<file path="src/rtl/sap1_control_sequencer.sv">
// SAP-1 control sequencer: fetch/execute T-state counter with a halted bit.
// All control lines are decoded combinationally from the current state.
module sap1_control_sequencer #(
   parameter int OP_WIDTH = 4,
   parameter int STEP_W   = 3
) (
   input  logic                clk,
   input  logic                rst,
   input  logic [OP_WIDTH-1:0] opcode,
   input  logic                carry,
   input  logic                zero,
   output logic                pc_out,
   output logic                pc_inc,
   output logic                pc_load,
   output logic                mar_in,
   output logic                ram_out,
   output logic                ram_in,
   output logic                ir_in,
   output logic                ir_out,
   output logic                a_in,
   output logic                a_out,
   output logic                b_in,
   output logic                out_in,
   output logic                alu_en,
   output logic                alu_sub,
   output logic                alu_fi,
   output logic                halt,
   output logic [STEP_W-1:0]   step
);

   // state   | meaning
   // T0      | fetch: PC onto bus, latch MAR
   // T1      | fetch: RAM into IR, increment PC
   // T2..T4  | execute micro-steps of the current opcode
   // halted  | HLT retired; step parked at T2, only rst leaves
   typedef enum logic [STEP_W-1:0] {
      T0 = STEP_W'(0),
      T1 = STEP_W'(1),
      T2 = STEP_W'(2),
      T3 = STEP_W'(3),
      T4 = STEP_W'(4)
   } step_t;

   localparam logic [3:0] OP_NOP = 4'h0;
   localparam logic [3:0] OP_LDA = 4'h1;
   localparam logic [3:0] OP_ADD = 4'h2;
   localparam logic [3:0] OP_SUB = 4'h3;
   localparam logic [3:0] OP_STA = 4'h4;
   localparam logic [3:0] OP_LDI = 4'h5;
   localparam logic [3:0] OP_JMP = 4'h6;
   localparam logic [3:0] OP_JC  = 4'h7;
   localparam logic [3:0] OP_JZ  = 4'h8;
   localparam logic [3:0] OP_OUT = 4'hE;
   localparam logic [3:0] OP_HLT = 4'hF;

   generate
      if (OP_WIDTH != 4) begin : g_bad_op_width
         $error("sap1_control_sequencer: OP_WIDTH must be 4");
      end
      if (STEP_W < 3) begin : g_bad_step_w
         $error("sap1_control_sequencer: STEP_W must be at least 3");
      end
   endgenerate

   step_t      step_q, step_d;
   logic       halted_q, halted_d;
   logic [3:0] op;
   logic       long_op;
   logic       alu_op;

   assign op      = opcode[3:0];
   assign alu_op  = (op == OP_ADD) || (op == OP_SUB);
   assign long_op = alu_op || (op == OP_LDA) || (op == OP_STA);

   always_ff @(posedge clk) begin
      if (rst) begin
         step_q   <= T0;
         halted_q <= 1'b0;
      end else begin
         step_q   <= step_d;
         halted_q <= halted_d;
      end
   end

   always_comb begin
      step_d   = T0;
      halted_d = halted_q;
      if (halted_q) begin
         step_d = step_q;
      end else begin
         unique case (step_q)
            T0: step_d = T1;
            T1: step_d = T2;
            T2: begin
               if (op == OP_HLT) begin
                  step_d   = T2;
                  halted_d = 1'b1;
               end else if (long_op) begin
                  step_d = T3;
               end else begin
                  step_d = T0;
               end
            end
            T3: step_d = alu_op ? T4 : T0;
            default: step_d = T0;
         endcase
      end
   end

   always_comb begin
      pc_out  = 1'b0;
      pc_inc  = 1'b0;
      pc_load = 1'b0;
      mar_in  = 1'b0;
      ram_out = 1'b0;
      ram_in  = 1'b0;
      ir_in   = 1'b0;
      ir_out  = 1'b0;
      a_in    = 1'b0;
      a_out   = 1'b0;
      b_in    = 1'b0;
      out_in  = 1'b0;
      alu_en  = 1'b0;
      alu_sub = 1'b0;
      alu_fi  = 1'b0;
      halt    = 1'b0;
      step    = step_q;
      // Reset masks every output, including the debug step view.
      if (rst) begin
         step = '0;
      end else if (halted_q) begin
         halt = 1'b1;
      end else begin
         case (step_q)
            T0: begin
               pc_out = 1'b1;
               mar_in = 1'b1;
            end
            T1: begin
               ram_out = 1'b1;
               ir_in   = 1'b1;
               pc_inc  = 1'b1;
            end
            T2: begin
               case (op)
                  OP_LDA, OP_ADD, OP_SUB, OP_STA: begin
                     ir_out = 1'b1;
                     mar_in = 1'b1;
                  end
                  OP_LDI: begin
                     ir_out = 1'b1;
                     a_in   = 1'b1;
                  end
                  OP_JMP: begin
                     ir_out  = 1'b1;
                     pc_load = 1'b1;
                  end
                  OP_JC: begin
                     ir_out  = 1'b1;
                     pc_load = carry;
                  end
                  OP_JZ: begin
                     ir_out  = 1'b1;
                     pc_load = zero;
                  end
                  OP_OUT: begin
                     a_out  = 1'b1;
                     out_in = 1'b1;
                  end
                  OP_HLT: halt = 1'b1;
                  default: ;
               endcase
            end
            T3: begin
               case (op)
                  OP_LDA: begin
                     ram_out = 1'b1;
                     a_in    = 1'b1;
                  end
                  OP_ADD, OP_SUB: begin
                     ram_out = 1'b1;
                     b_in    = 1'b1;
                  end
                  OP_STA: begin
                     a_out  = 1'b1;
                     ram_in = 1'b1;
                  end
                  default: ;
               endcase
            end
            T4: begin
               if (alu_op) begin
                  alu_en  = 1'b1;
                  a_in    = 1'b1;
                  alu_fi  = 1'b1;
                  alu_sub = (op == OP_SUB);
               end
            end
            default: ;
         endcase
      end
   end

endmodule

</file>
<file path="config.mk">
export PLATFORM = sky130hd
export DESIGN_NAME = sap1_control_sequencer
export DESIGN_NICKNAME = d
export VERILOG_FILES = /design/src/rtl/sap1_control_sequencer.sv
export SDC_FILE = /design/constraint.sdc
export NUM_CORES = 1
export LEC_CHECK = 0
export BUFFER_PORTS_ARGS = -buffer_cell sky130_fd_sc_hd__buf_2
export CORE_MARGIN = 3
export CORE_UTILIZATION = 33
export DETAILED_ROUTE_END_ITERATION = 12
export SLEW_MARGIN = 20
export SYNTH_ARGS = -nofsm -noshare
export SYNTH_HDL_FRONTEND = slang
export SYNTH_SLANG_ARGS = --single-unit
</file>
<file path="constraint.sdc">
create_clock -name clk -period 1.2 [get_ports clk]
set_clock_uncertainty 0.05 [all_clocks]
set_input_delay 0.12 -clock clk [delete_from_list [all_inputs] [get_ports clk]]
set_output_delay 0.12 -clock clk [all_outputs]
set_load 0.02 [all_outputs]
</file>
After elaboration in Yosys (flattened, before gate mapping)
Cells that the tools add are included.

cells by class
  eq/ne operators = 14
  multiplexer cells = 59
  reduce and logical (&&, ||, !) cells = 8

operator list
  kind                                                                   count
  1-bit 2-to-1 mux                                                       49
  4-bit by 3-bit equality test with 1-bit output, second input constant  4
  4-bit equality test, second input constant                             3
  3-bit case mux with 4 select lines                                     1
  4-bit by 2-bit equality test with 1-bit output, second input constant  2
  8-bit OR reduction                                                     1
  3-bit by 2-bit equality test with 1-bit output, second input constant  2
  3-bit 2-to-1 mux                                                       2
  1-bit case mux with 2 select lines                                     3
  1-bit case mux with 3 select lines                                     2
  4-bit by 1-bit equality test with 1-bit output, second input constant  1
  2-bit 2-to-1 mux                                                       2
  4-bit OR reduction                                                     1
  3-bit by 1-bit equality test with 1-bit output, second input constant  1
  3-bit equality test, second input constant                             1
  3-bit logical NOT                                                      1
  1-bit logical OR                                                       3
  3-bit OR reduction                                                     1
  2-bit OR reduction                                                     1

storage, ports and cells
  bits in registers = 4
  input bits = 8
  output and inout port bits = 19
  word-level logic and storage cells = 83

Depth between registers and ports, before layout
Gate-level depths: netlist (run 1).

  depth after elaboration = 7
  mapped depth = 5
  depth with buffers taken out = 3

Worst setup path after synthesis (run 1)
Ideal clock, no wire load.

  kind = reg-to-output
  start point = register step_q[0]
  end point = output alu_fi
  arrival = 1.554 ns
  data required time = 1.030 ns
  setup slack = -0.524 ns
  cell stages (with the launch flop) = 6
  buffers on the path = 2
  cell sequence = dfxtp_1 buf_2 nor2_1 nand4_1 nor3_1 buf_4

on the way
  longest elaborated chain between the ends = 4

RTL lines
  item                           line  RTL
  from (decl)                    65    step_t step_q, step_d;
  from (signal assigned)         80    step_q <= step_d;
  3-bit equality test            --
  1-bit 2-to-1 mux (3 in a row)  --
  to (decl)                      26    output logic alu_fi,

No other way between the ends.

Final worst setup path (run 1)
  start point = register step_q[0]
  end point = output b_in

on the way
  longest elaborated chain between the ends = 4

RTL lines
  item                                            line  RTL
  3-bit by 2-bit equality test with 1-bit output  134   case (step_q)
  1-bit 2-to-1 mux                                134
  1-bit 2-to-1 mux                                131   end else if (halted_q) begin
  1-bit 2-to-1 mux                                129   if (rst) begin
  to (decl)                                       22    output logic b_in,

No other way between the ends.

==> results of run 1 <==
worst paths after layout:
path / start / endpoint
worst min-delay path: opcode[0] / step_q[0]$_SDFFE_PP0N_
worst max register to register: step_q[0]$_SDFFE_PP0N_ / step_q[1]$_SDFFE_PP0N_
worst min register to register: step_q[0]$_SDFFE_PP0N_ / step_q[2]$_SDFFE_PP0N_
worst max-delay path: step_q[0]$_SDFFE_PP0N_ / b_in
layout by cell type, fill, tap and decap left out, types with 2 or more instances in the layout:
| cell | netlist | routed |
|---|---|---|
| nor2_4 | 0 | 5 |
| a21oi_2 | 0 | 3 |
| clkbuf_4 | 0 | 3 |
| o21ai_0 | 3 | 2 |
| buf_4 | 2 | 30 |
| buf_6 | 2 | 24 |
| nor3_4 | 0 | 2 |
| nand2_1 | 7 | 5 |
| dfxtp_4 | 0 | 3 |
| nand4b_1 | 2 | 2 |
| buf_2 | 4 | 7 |
| a21oi_1 | 6 | 2 |
| xor2_1 | 2 | 2 |
| nor2_1 | 11 | 5 |
| nor2b_2 | 0 | 2 |
| nand3_1 | 2 | 2 |
| nand4_1 | 3 | 3 |
| and2b_2 | 0 | 2 |
where the power goes:
group          leakage, µW  internal [µW]  switching, µW
Sequential       0.0000352            147           22.2
Clock            0.0000138            113           65.5
Combinational     0.000497            269            259
cell families (layout without fill, tap and decap cells):
logic type	Yosys count	after routing
and+or+nand+nor	44	44
xor gates and xnor gates	2	2
AOI/OAI and AO/OA	16	16
buffers and inverters	12	65
DFF	4	4
through the flow:
stage               util [%]  worst slack, ns  total power [µW]  hold slack [ns]
global route            82.4           -0.533               922            0.414
detailed placement      60.4           -0.336               537            0.502
floorplan                  -           -0.301               403            0.229
CTS                     71.8           -0.448               755            0.357
global placement        60.4           -0.322               533            0.489
finish                  82.4           -0.494               875            0.394
area by class of cell:
class / count / area, µm²
fillers: 92 / 268
multi-input cells: 62 / 582
flip-flops and latches: 4 / 92.6
clock buffers: 3 / 22.5
inverters: 1 / 8.76
repair buffers: 61 / 531
well taps: 16 / 20.0
layer usage:
layer  vias to the layer above  share of wire, %
met1                       382                40
met3                         4               6.7
met2                        32                52
met4                         0               1.2
met5                         -                 0
li1                        389                 -
registers in the layout (all words and copies together) (netlist names):
| signal | flops |
|---|---|
| halted_q | 1 |
| step_q | 3 |
worst reg2reg max path, delay by kind of cell (launching register included):
family | cells | cell delay [ns]
buffers and inverters | 2 | 0.27
flip-flops | 1 | 0.38
AO/OA/AOI/OAI | 2 | 0.25
AND/OR/NAND/NOR | 1 | 0.54
repair_timing:
action,CTS,global route
pin swaps,13,12
gates resized for setup,41,31
endpoints found under the setup margin,22,22
hold buffers,0,0
setup buffers,5,6
==> run_results.csv, run 1 <==
group,metric,value,unit
synthesis,synth_top_family_by_area,"simple AND/OR/NAND/NOR gates",
synthesis,syn-num-nets,86,
grt,overflow,0,
grt,first_global_vias,744,
die,num_rows,14,
route,dr_total_vias,807,
clocking,cts.sinks,4,
synthesis,synth_simple_gate_area_share,47.7,%
synthesis,ys_top_cells_by_count,"11 x nor2_1, 7 x nand2_1, 6 x a21oi_1, 4 x buf_2, 4 x dfxtp_1",
grt,met1_usage,24.4,%
status,violations,"negative setup slack",
synthesis,syn_inst,78,
worst_setup_path,crit_cells,3,
sta,finalHoldViolations,0,
power_and_ir_drop,powerDensity,697,nW/µm²
worst_setup_path,cp_top_family,"simple AND/OR/NAND/NOR gates",
worst_setup_path,worstPathCellList,"or4b_4, and2b_2, buf_6",
synthesis,synth_top_area_cell,"dfxtp_1",
worst_setup_path,cp.arrival,1.52,ns
placement,placed_cells,134,
grt,grt_use_met3,3.52,%
worst_setup_path,cpPeakStageDelay,0.54,ns
finish,area.growth.synth_to_final,131,%
grt,track_usage,19.7,%
hold_path,hold_path.class,"in2reg",
synthesis,synthAdderAreaFrac,0,%
worst_setup_path,crit_buf_inv,1,
synthesis,synth.most_common_cell,"nor2_1",
sta,setup_violations,21,
worst_setup_path,cpMaxStageDelayCell,"or4b_4",
synthesis,synth_seq_cells,4,
synthesis,yosys.cell_types.count,34,
sta,fin_crit,1.69,ns
sta,fmax,0.590,GHz
clocking,clock_latency,0.24,ns
clocking,cts_max_path_buffers,2,
die,die_y,46.6,µm
route,antenna_left,0,
synthesis,synth_flop_cell,"dfxtp_1",
placement,dpl_cell_area,921,µm²
synthesis,netlist_area,543,µm²
placement,dp.final_hpwl,1440,µm
grt,grt_max_degree,12,
finish,instances_no_fill,147,
synthesis,async_flop_share,0,%
sta,rsz0062_at_grt,"yes",
power_and_ir_drop,ir_worst_vdd,560,µV
synthesis,synth_compound_area_share,21.0,%
clocking,root_buffer,"clkbuf_4",
placement,gp_congestion,0.836,
die,dieArea,2170,µm²
route,dr.pass1.iters,4,
sta,slew_headroom,82.4,%
sta,setup_slack,-0.494,ns
die,core,1520,µm²
die,ios,27,
synthesis,muxShareOfSynthArea,0,%
die,start_util,35.6,%
status,outcome,"finished with violations",
placement,port_buffers,26,
route,postRouteWirelength,2370,µm
finish,antenna_cells,0,
route,via_per_inst,5.49,
finish,drive_above_1_share,75.6,%
grt,antenna_found_initial,0,
grt,grt_pass1_wl,3130,µm
power_and_ir_drop,power.leakage,0.000546,µW
grt,use_met2,33.2,%
synthesis,yosysSeqAreaShare,14.7,%
worst_setup_path,start_kind,"flop",
synthesis,synth_top_area_share,14.7,%
finish,final_net_count,141,
clocking,cts_tree,"built",
synthesis,syn_avg_cell_area,6.96,µm²
die,die_w,46.6,µm
hold_path,hold_depth,4,
clocking,cts-htree-levels,1,
worst_setup_path,crit_fanout,6,
worst_setup_path,critPathKind,"reg2out",
clocking,clkTransAtPathRegs,0.04,ns
clocking,cts_inserted_buffers,3,
sta,finalSetupTns,-6.70,ns
synthesis,synth-edff-count,0,
synthesis,yosys-top-cells-area,"dfxtp_1 15%, nor2_1 7.6%, a21oi_1 5.5%",
finish,final_area,1260,µm²
route,drt_iter0_drc,7,
run,drv_cap,0,
worst_setup_path,reg2reg_slack,-0.36,ns
sta,worst_pin_slew,0.262,ns
sta,finalCritPeriodShare,141,%
route,wl_per_cell,16.1,µm
sta,maxSlewViolCount,0,
worst_setup_path,ff2ff_path_depth,5,
route,drc,0,
synthesis,synth-xor-area-share,3.23,%
grt,top_usage_layer,"met2",
synthesis,synth_warnings,0,
worst_setup_path,cp_data_required_time,1.03,ns
worst_setup_path,cp-end-kind,"output port",
(Power assumes the default switching activity.)
==> run 2: changes to the inputs <==
Settings changed: ABC_AREA from default to 1, PLACE_DENSITY from default to 0.66.
==> run 2 against run 1 <==
  * The flow still finishes with violations (negative setup slack)
  * Sequential power down 6%
  * Hold slack worse by 0.29 ns
  * Synthesized area down 15%
  * Fmax up 14%
  * Synthesized cell count up 6.4%
  * Global-route usage down 1.7 points
  * Combinational power down 49%
  * Non-clock buffer count down 23
  * Die area down 13%
  * First-iteration DRC count up 110%
  * Highest routed layer unchanged
==> run_results.csv, run 2 <==
group,metric,value,unit
status,outcome,"finished with violations",
status,violations,"negative setup slack",
sta,rsz0062_at_grt,"yes",
grt,grt_max_degree,8,
synthesis,syn_inst,83,
synthesis,synth_flop_cell,"dfxtp_1",
worst_setup_path,reg2reg_slack,0.05,ns
route,drc,0,
grt,first_global_vias,610,
clocking,clock_latency,0.24,ns
worst_setup_path,start_kind,"flop",
synthesis,yosys-top-cells-area,"dfxtp_1 17%, nand2_1 15%, inv_1 11%",
hold_path,min_from,"rst",
grt,antenna_found_initial,0,
sta,finalHoldViolations,0,
power_and_ir_drop,power.leakage,0.000468,µW
synthesis,syn-num-nets,91,
die,core,1200,µm²
synthesis,yosys.cell_types.count,17,
power_and_ir_drop,powerDensity,708,nW/µm²
synthesis,synth_simple_gate_area_share,56.0,%
worst_setup_path,cp-end-kind,"output port",
placement,gp_congestion,0.754,
placement,port_buffers,26,
worst_setup_path,ff2ff_path_depth,7,
die,num_rows,12,
placement,dp.final_hpwl,1130,µm
synthesis,synth_top_family_by_area,"simple AND/OR/NAND/NOR gates",
synthesis,synthAdderAreaFrac,0,%
sta,maxSlewViolCount,0,
route,wl_per_cell,12.6,µm
clocking,cts_max_path_buffers,2,
synthesis,synth.most_common_cell,"nand2_1",
synthesis,synth_top_area_cell,"dfxtp_1",
sta,slew_headroom,87.0,%
die,die_w,43.4,µm
power_and_ir_drop,swShare,39.4,%
clocking,root_buffer,"clkbuf_4",
synthesis,synth_seq_cells,4,
grt,grt_pass1_wl,2620,µm
power_and_ir_drop,switchingPower,238,µW
synthesis,synth_top_area_share,17.4,%
synthesis,synth-xor-area-share,0,%
worst_setup_path,setup.worst_path.start,"step_q[1]$_SDFFE_PP0N_",
finish,instances_no_fill,136,
clocking,cts.sinks,4,
power_and_ir_drop,ir_worst_vdd,833,µV
die,ios,27,
sta,whs,0.108,ns
finish,antenna_cells,0,
finish,layout_common_cells,"22 x buf_4, 17 x nand2_1, 11 x inv_1",
placement,placed_cells,128,
clocking,cts_tree,"built",
hold_path,hold_end,"halted_q$_DFF_P_",
grt,track_usage,18.0,%
synthesis,yosysSeqAreaShare,17.4,%
finish,largest_reg_flops,3,
die,die_y,43.4,µm
worst_setup_path,r2r_end,"step_q[1]$_SDFFE_PP0N_",
power_and_ir_drop,pwr-share-comb,44.8,%
sta,finalCritPeriodShare,124,%
sta,finalSetupTns,-3.22,ns
route,dr_total_vias,678,
clocking,cts-hold-fix-buffers,0,
finish,post-route-util,71.3,%
worst_setup_path,crit_fanout,3,
clocking,cts_inserted_buffers,3,
sta,setup_violations,16,
synthesis,synth-edff-count,0,
clocking,cts-htree-levels,1,
finish,final_common_cell,"buf_4",
route,drt_iter0_drc,15,
finish,drive_above_1_share,60.7,%
run,drv_cap,0,
finish,final_net_count,132,
grt,overflow,0,
power_and_ir_drop,intPower,367,µW
route,antenna_left,0,
hold_path,hold_depth,2,
die,start_util,38.3,%
finish,fill_cells,96,
power_and_ir_drop,p_clk_share,28.9,%
placement,dp_slack,-0.0346,ns
sta,fmax,0.673,GHz
synthesis,syn_avg_cell_area,5.55,µm²
die,dieArea,1880,µm²
worst_setup_path,r2r-start,"step_q[2]$_SDFFE_PP0N_",
synthesis,netlist_area,460,µm²
synthesis,synth_warnings,0,
synthesis,ys_top_cells_by_count,"19 x nand2_1, 13 x inv_1, 11 x nor2_1, 9 x nand3_1, 6 x nand2_2",
worst_setup_path,cp.arrival,1.32,ns
synthesis,muxShareOfSynthArea,0,%
hold_path,hold_path.class,"in2reg",
sta,worst_pin_slew,0.194,ns
route,via_per_inst,4.99,
finish,largestRegisters,"step_q x3, halted_q x1",
sta,setup_slack,-0.286,ns
route,dr.pass1.iters,4,
worst_setup_path,cp_data_required_time,1.03,ns
synthesis,async_flop_share,0,%
power_and_ir_drop,seqPwrFrac,26.3,%
finish,largest_register,"step_q",
route,postRouteWirelength,1710,µm
clocking,clkTransAtPathRegs,0.04,ns
finish,area.growth.synth_to_final,85.9,%
worst_setup_path,critPathKind,"reg2out",
sta,fin_crit,1.49,ns
synthesis,synth_compound_area_share,10.3,%
## run 2: cell count changes after synthesis, sizes merged, moves of 6 or more
cell	delta
buf	-6
nand2	+18
nand3	+7
inv	+15
nor2	+6
## run 2: layout make-up
cell class              instances  area (µm²)  area share [%]
inverters                      16        62.6            7.31
well taps                      14        17.5            2.05
repair buffers                 38         295            34.5
clock buffers                   3        22.5            2.63
multi-input cells              61         370            43.3
flip-flops and latches          4        87.6            10.2
## run 2: power by group through the flow
stage | Sequential, µW | Clock, µW | Combinational, µW
3_5_place_dp | 155 | 0 | 202
5_1_grt | 160 | 195 | 291
4_1_cts | 158 | 178 | 260
6_report | 159 | 175 | 271
3_3_place_gp | 156 | 0 | 200
2_1_floorplan | 155 | 0 | 133
## run 2: logic make-up after synthesis
kind of cell / after synthesis
simple gates: 53
buf+inv: 18
compound gates: 8
flops: 4
## run 2: what timing repair did
| action | in CTS | in global routing |
|---|---|---|
| pin swaps | 6 | 7 |
| setup buffers | 4 | 2 |
| resized for setup | 39 | 8 |
| endpoints found under the setup margin | 17 | 18 |
## run 2: metal layers
layer  GRT usage, %  part of all wire [%]
met1           22.3                    44
met2           31.0                    47
met3           7.47                   8.3
met4              0                  0.59
met5              0                     0
## run 2: worst max-delay path by stage
stage	end	cells after the start
final	a_in	8
after detailed placement	a_in	8
after floorplan	alu_fi	6
after global routing	a_in	8
after CTS	ir_out	7
after global placement	a_in	8
## run 2: worst max-delay path: stages, from the launching register on
cell and delay [ns]:
dfxtp_2 0.32, inv_1 0.10, nand2_1 0.12, nor2_2 0.13
nand2_2 0.09, nand3_1 0.08, nand2_1 0.07, inv_1 0.05
buf_4 0.13
## run 2: stage by stage
stage,total power [µW],area (µm²)
2_1_floorplan,287,472
3_3_place_gp,356,657
3_5_place_dp,357,657
4_1_cts,596,821
5_1_grt,646,856
6_report,606,856
